## src/rtl/timer_pkg.sv

```systemverilog
// rtl/timer_pkg.sv - shared state encodings and BCD constants for the microwave timer
package timer_pkg;

    typedef enum logic [2:0] {
        ST_IDLE  = 3'd0,
        ST_ENTRY = 3'd1,
        ST_RUN   = 3'd2,
        ST_PAUSE = 3'd3,
        ST_DONE  = 3'd4
    } state_e;

    localparam logic [3:0] BCD_MAX       = 4'd9;
    localparam logic [3:0] SEC_TENS_WRAP = 4'd5;
    localparam int         CNT_W         = 3;

    // Keypad codes above 9 (e.g. '*' or '#') are not digits.
    function automatic logic digit_ok(input logic [3:0] d);
        return d <= BCD_MAX;
    endfunction

endpackage

```

## src/rtl/bcd_time_reg.sv

```systemverilog
// rtl/bcd_time_reg.sv - four-digit BCD MM:SS register with shift-in and countdown
//
// Ports:
//   clk_i, resetn_i          clock, synchronous active-low reset
//   shift_en_i, digit_i      shift digit_i in at sec_ones, everything moves left
//   dec_en_i                 decrement MM:SS by one second
//   zero_clr_i               clear all digits (highest priority)
//   min_tens_o..sec_ones_o   current digits
//   is_zero_o                register holds 00:00
//   next_is_zero_o           a decrement now would produce 00:00
module bcd_time_reg
    import timer_pkg::*;
(
    input  logic       clk_i,
    input  logic       resetn_i,
    input  logic       shift_en_i,
    input  logic [3:0] digit_i,
    input  logic       dec_en_i,
    input  logic       zero_clr_i,
    output logic [3:0] min_tens_o,
    output logic [3:0] min_ones_o,
    output logic [3:0] sec_tens_o,
    output logic [3:0] sec_ones_o,
    output logic       is_zero_o,
    output logic       next_is_zero_o
);

    logic [3:0] mt_q, mo_q, st_q, so_q;
    logic [3:0] mt_dec, mo_dec, st_dec, so_dec;

    // Seconds 60-99 are legal entries, so only the 00 case borrows from minutes.
    always_comb begin
        mt_dec = mt_q;
        mo_dec = mo_q;
        st_dec = st_q;
        so_dec = so_q;
        if (so_q != 4'd0) begin
            so_dec = so_q - 4'd1;
        end else if (st_q != 4'd0) begin
            st_dec = st_q - 4'd1;
            so_dec = BCD_MAX;
        end else begin
            st_dec = SEC_TENS_WRAP;
            so_dec = BCD_MAX;
            if (mo_q != 4'd0) begin
                mo_dec = mo_q - 4'd1;
            end else begin
                mo_dec = BCD_MAX;
                mt_dec = mt_q - 4'd1;
            end
        end
    end

    always_ff @(posedge clk_i) begin
        if (!resetn_i || zero_clr_i) begin
            mt_q <= 4'd0;
            mo_q <= 4'd0;
            st_q <= 4'd0;
            so_q <= 4'd0;
        end else if (shift_en_i) begin
            mt_q <= mo_q;
            mo_q <= st_q;
            st_q <= so_q;
            so_q <= digit_i;
        end else if (dec_en_i) begin
            mt_q <= mt_dec;
            mo_q <= mo_dec;
            st_q <= st_dec;
            so_q <= so_dec;
        end
    end

    assign min_tens_o     = mt_q;
    assign min_ones_o     = mo_q;
    assign sec_tens_o     = st_q;
    assign sec_ones_o     = so_q;
    assign is_zero_o      = ({mt_q, mo_q, st_q, so_q} == 16'h0000);
    // Only 00:01 decrements to 00:00.
    assign next_is_zero_o = ({mt_q, mo_q, st_q, so_q} == 16'h0001);

endmodule

```

## src/rtl/timer_entry_ctrl.sv

```systemverilog
// rtl/timer_entry_ctrl.sv - microwave timer entry, countdown FSM and magnetron enable
//
// Ports:
//   clk, clr                 clock, synchronous active-low reset
//   key_valid, key_digit     keypad digit strobe and value (0-9 accepted)
//   start, stop_clear        start/resume and pause/cancel pulses
//   door_open                door level, 1 = open
//   sec_tick                 one pulse per second
//   min_tens..sec_ones       BCD MM:SS display digits
//   magnetron_on, done       high in RUN / DONE respectively
//   state                    current FSM state
module timer_entry_ctrl
    import timer_pkg::*;
#(
    parameter int NUM_DIGITS = 4,
    parameter int DONE_HOLD  = 3
) (
    input  logic       clk,
    input  logic       clr,
    input  logic       key_valid,
    input  logic [3:0] key_digit,
    input  logic       start,
    input  logic       stop_clear,
    input  logic       door_open,
    input  logic       sec_tick,
    output logic [3:0] min_tens,
    output logic [3:0] min_ones,
    output logic [3:0] sec_tens,
    output logic [3:0] sec_ones,
    output logic       magnetron_on,
    output logic       done,
    output logic [2:0] state
);

    localparam logic [CNT_W-1:0] CNT_MAX  = CNT_W'(NUM_DIGITS);
    localparam logic [2:0]       HOLD_LIM = 3'(DONE_HOLD);

    state_e           state_q, state_d;
    logic [CNT_W-1:0] cnt_q, cnt_d;
    logic [2:0]       hold_q, hold_d;
    logic             shift_en, dec_en, zero_clr;
    logic             is_zero, next_is_zero;
    logic             key_ok;

    assign key_ok = key_valid && digit_ok(key_digit) && (cnt_q < CNT_MAX);

    always_comb begin
        state_d  = state_q;
        cnt_d    = cnt_q;
        hold_d   = hold_q;
        shift_en = 1'b0;
        dec_en   = 1'b0;
        zero_clr = 1'b0;
        case (state_q)
            ST_IDLE, ST_ENTRY: begin
                if (stop_clear) begin
                    zero_clr = 1'b1;
                    cnt_d    = '0;
                    state_d  = ST_IDLE;
                end else if (start) begin
                    // A refused start still masks a key in the same cycle.
                    if (!is_zero && !door_open) begin
                        state_d = ST_RUN;
                    end
                end else if (key_ok) begin
                    shift_en = 1'b1;
                    cnt_d    = cnt_q + 1'b1;
                    state_d  = ST_ENTRY;
                end
            end
            ST_RUN: begin
                // Pausing swallows a coincident tick so the display never skips.
                if (door_open || stop_clear) begin
                    state_d = ST_PAUSE;
                end else if (sec_tick) begin
                    dec_en = 1'b1;
                    if (next_is_zero) begin
                        state_d = ST_DONE;
                        hold_d  = '0;
                    end
                end
            end
            ST_PAUSE: begin
                if (stop_clear) begin
                    zero_clr = 1'b1;
                    cnt_d    = '0;
                    state_d  = ST_IDLE;
                end else if (start && !door_open) begin
                    state_d = ST_RUN;
                end
            end
            ST_DONE: begin
                if (key_valid || start || stop_clear) begin
                    cnt_d   = '0;
                    state_d = ST_IDLE;
                end else if (sec_tick) begin
                    if (hold_q + 3'd1 == HOLD_LIM) begin
                        hold_d  = '0;
                        cnt_d   = '0;
                        state_d = ST_IDLE;
                    end else begin
                        hold_d = hold_q + 3'd1;
                    end
                end
            end
            default: begin
                state_d = ST_IDLE;
            end
        endcase
    end

    always_ff @(posedge clk) begin
        if (!clr) begin
            state_q <= ST_IDLE;
            cnt_q   <= '0;
            hold_q  <= '0;
        end else begin
            state_q <= state_d;
            cnt_q   <= cnt_d;
            hold_q  <= hold_d;
        end
    end

    bcd_time_reg u_time (
        .clk_i          (clk),
        .resetn_i       (clr),
        .shift_en_i     (shift_en),
        .digit_i        (key_digit),
        .dec_en_i       (dec_en),
        .zero_clr_i     (zero_clr),
        .min_tens_o     (min_tens),
        .min_ones_o     (min_ones),
        .sec_tens_o     (sec_tens),
        .sec_ones_o     (sec_ones),
        .is_zero_o      (is_zero),
        .next_is_zero_o (next_is_zero)
    );

    assign state        = state_q;
    assign magnetron_on = (state_q == ST_RUN);
    assign done         = (state_q == ST_DONE);

endmodule

```

## config.mk

```make
export PLATFORM = sky130hd
export DESIGN_NAME = timer_entry_ctrl
export DESIGN_NICKNAME = d
export VERILOG_FILES = /design/src/rtl/timer_pkg.sv /design/src/rtl/bcd_time_reg.sv /design/src/rtl/timer_entry_ctrl.sv
export SDC_FILE = /design/constraint.sdc
export NUM_CORES = 1
export LEC_CHECK = 0
export CAP_MARGIN = 20
export CORE_UTILIZATION = 25
export DETAILED_ROUTE_END_ITERATION = 10
export DONT_BUFFER_PORTS = 1
export GPL_ROUTABILITY_DRIVEN = 0
export PLACE_DENSITY_LB_ADDON = 0.2
export SYNTH_ARGS = -nofsm -noshare
export SYNTH_HDL_FRONTEND = slang
export SYNTH_SLANG_ARGS = --single-unit
```

## constraint.sdc

```tcl
create_clock -name clk -period 5.15 [get_ports clk]
set_input_delay 1.03 -clock clk [delete_from_list [all_inputs] [get_ports clk]]
set_output_delay 1.03 -clock clk [all_outputs]
set_load 0.02 [all_outputs]
```

==> reports/summary.txt <==
Worst skew pair latency - 280 ps
Distinct cell type count after synthesis - 49
Vias in the first global route - 1,342
Syn Inst Count - 203
Mapped cell area - 1560 um^2
Die Area - 6550 um^2
Clock tree buffer depth - 2
CTS tree - yes
Pwr Density - 238 nW/um^2
HP Class - reg2reg
Post-route insts no fill - 272
Met3 WL - 265 um
Worst-path cell chain - or3b_1 > inv_2
Worst-case vdd ir drop - 0.117 mV
Pin count of the biggest net entering global routing - 25
FF+latch count, synth - 25
H-tree levels - 1
Max stage delay on crit path - 660 ps
Post-CTS resize count - 0
Detailed route wirelength on metal2 - 1.80 mm
Area grow syn2layout - 6.67%
Initial Util - 26.1%
Critical Path RT - 4120 ps
Final ANT Viol Nets - 0
Largest area contributor in the netlist - dfxtp_1
Final Skew - 2.39 ps
CP Capture Type - primary output
# DRC - 0
Layout cell share with drive strength beyond 1 - 9.14%
Max cap viols - 0
# setup viols final - 0
Initial antenna violation count - 0
LEAKAGE - 0.559 nW
Period utilization - 50.7%
Top-level I/O count - 32
First-pass GRT wire length - 6.74 mm
Top Metal Used - met4
Row count - 28
PortBufs - 0
CP max FO - 12
M1 wire length - 1.99 mm
Fmax - 383 MHz
Critical-path top delay cell - dfxtp_1
Grt ovf - 0
Post-synth EDFFs - 0
Post-Route WL - 4.10 mm
Status - complete, no violations
Core Area - 5960 um^2
Top cells by count, synth - dfxtp_1, nor2_1, nand2_1, a21oi_1, nor3_1
Detailed Route Iter0 Violations - 97
# diodes - 0
Ys Warns - 0
Clock transition at the registers of the reported paths - 100 ps
Post-CTS setup repair buffer count - 0
Gr usage total - 13.4%
Sink Count - 25
WS Path Type - reg2out
Avg Cell Area, Syn - 7.67 um^2
Nets@finish - 214
Area contributors post-synth - dfxtp_1, nor2_1, nand2_1
Mapped Nets - 219
Placed Cells - 268
Top FF cell, synth - dfxtp_1
Die Span Y - 80.9 um
Slew Limit Fails - 0
Hold_buf cts - 0
Max-slew headroom - 44.6%
Die W - 80.9 um
HPWL Detailed - 3.02 mm
Wire per inst - 15.1 um
Via count - 1,423
Crit path time final - 2610 ps
WP data arrival - 1580 ps
Critical path startpoint category - register
TritonCTS Buffers - 3
Setup TNS - 0 ps
Top cell type's share of synthesized area - 32.2%
RSZ-0062 raised after global routing - false
Hold Violations, Final - 0
Actual slew at the worst max-slew pin - 831 ps
Drt pass-1 iters - 4
Async SR Flop Fraction - 0%
Sequential fraction of the synthesis area - 32.2%
CTS root buffer - clkbuf_8
Vias per Instance - 5.23
## layout make-up
cell class / instances / area [um^2]
Tap cell: 75 / 93.8
Clock buffer: 3 / 41.3
Timing Repair Buffer: 1 / 7.51
Sequential cell: 25 / 500
Fill cell: 673 / 4300
Inverter: 9 / 33.8
Multi-Input combinational cell: 158 / 978
Clock inverter: 1 / 5.00
## report_power, final
part           leakage [nW]  internal, mW  switching (mW)
sequential            0.202         0.198          0.0165
combinational         0.332        0.0227          0.0328
clock                0.0255        0.0544          0.0710
total                 0.559         0.275           0.120
## worst max-delay path: cells and delay by family, from the launching register on
| family | cells | cell delay [ps] |
|---|---|---|
| buffers and inverters | 1 | 160 |
| DFF | 1 | 660 |
| and+or+nand+nor | 1 | 480 |
## cell families after synthesis
logic type | after synthesis | share of synthesized area (%)
xor gates and xnor gates | 5 | 2.81
AOI/OAI and AO/OA | 49 | 21.0
buffers and inverters | 20 | 4.98
and+or+nand+nor | 99 | 35.0
adders and majority gates | 5 | 4.02
DFF | 25 | 32.2
## through the flow
stage,hold slack [ps],total power [mW],setup slack (ps),area [um^2],utilization [%]
2_1_floorplan,435,0.265,2690,1560,-
3_3_place_gp,446,0.276,2500,1610,27.1
5_1_grt,491,0.417,2420,1660,27.9
4_1_cts,469,0.401,2540,1660,27.9
3_5_place_dp,454,0.276,2480,1610,27.1
6_report,462,0.396,2540,1660,27.9
## registers in the layout, indices dropped and copies added (netlist names)
signal and flops:
cnt_q 3, u_time.min_tens_o 4, state 3, u_time.sec_tens_o 4
u_time.min_ones_o 4, hold_q 3, u_time.sec_ones_o 4
## per-layer routing
metal / up-vias / track usage, %
met1: 663 / 17.2
met2: 32 / 21.0
met5: - / 0
met4: 0 / 4.29
met3: 4 / 4.49
li1: 724 / -
## layout by cell type (no fill, tap or decap), drive strengths merged, types with 2 or more instances in the layout
master   Yosys  routed
o21ai       11      11
nor2        25      25
nand4        2       2
nand3        6       6
inv          9       9
a21oi       14      14
nand3b       2       2
o211ai       3       3
o2111ai      2       2
or3          8       8
nor2b        2       2
or3b         2       2
nor4         4       4
or2          2       2
a211oi       4       4
a31oi        3       3
nor4b        2       2
nor3        14      14
clkbuf       9       3
a311oi       2       2
ha           5       5
or4          2       2
nand2       22      22
nand2b       4       4
xor2         2       2
a22oi        2       2
xnor2        3       3
dfxtp       25      25
## worst paths after layout
kind	start	endpoint	slack [ps]	depth (start not counted)
worst max-delay path	state[2]	done	2540	2
worst min-delay path	cnt_q[1]	cnt_q[1]	460	2
worst min register to register	cnt_q[1]	cnt_q[1]	460	2
worst max register to register	u_time.min_tens_o[0]	hold_q[1]	2650	8
(Power assumes the default switching activity.)
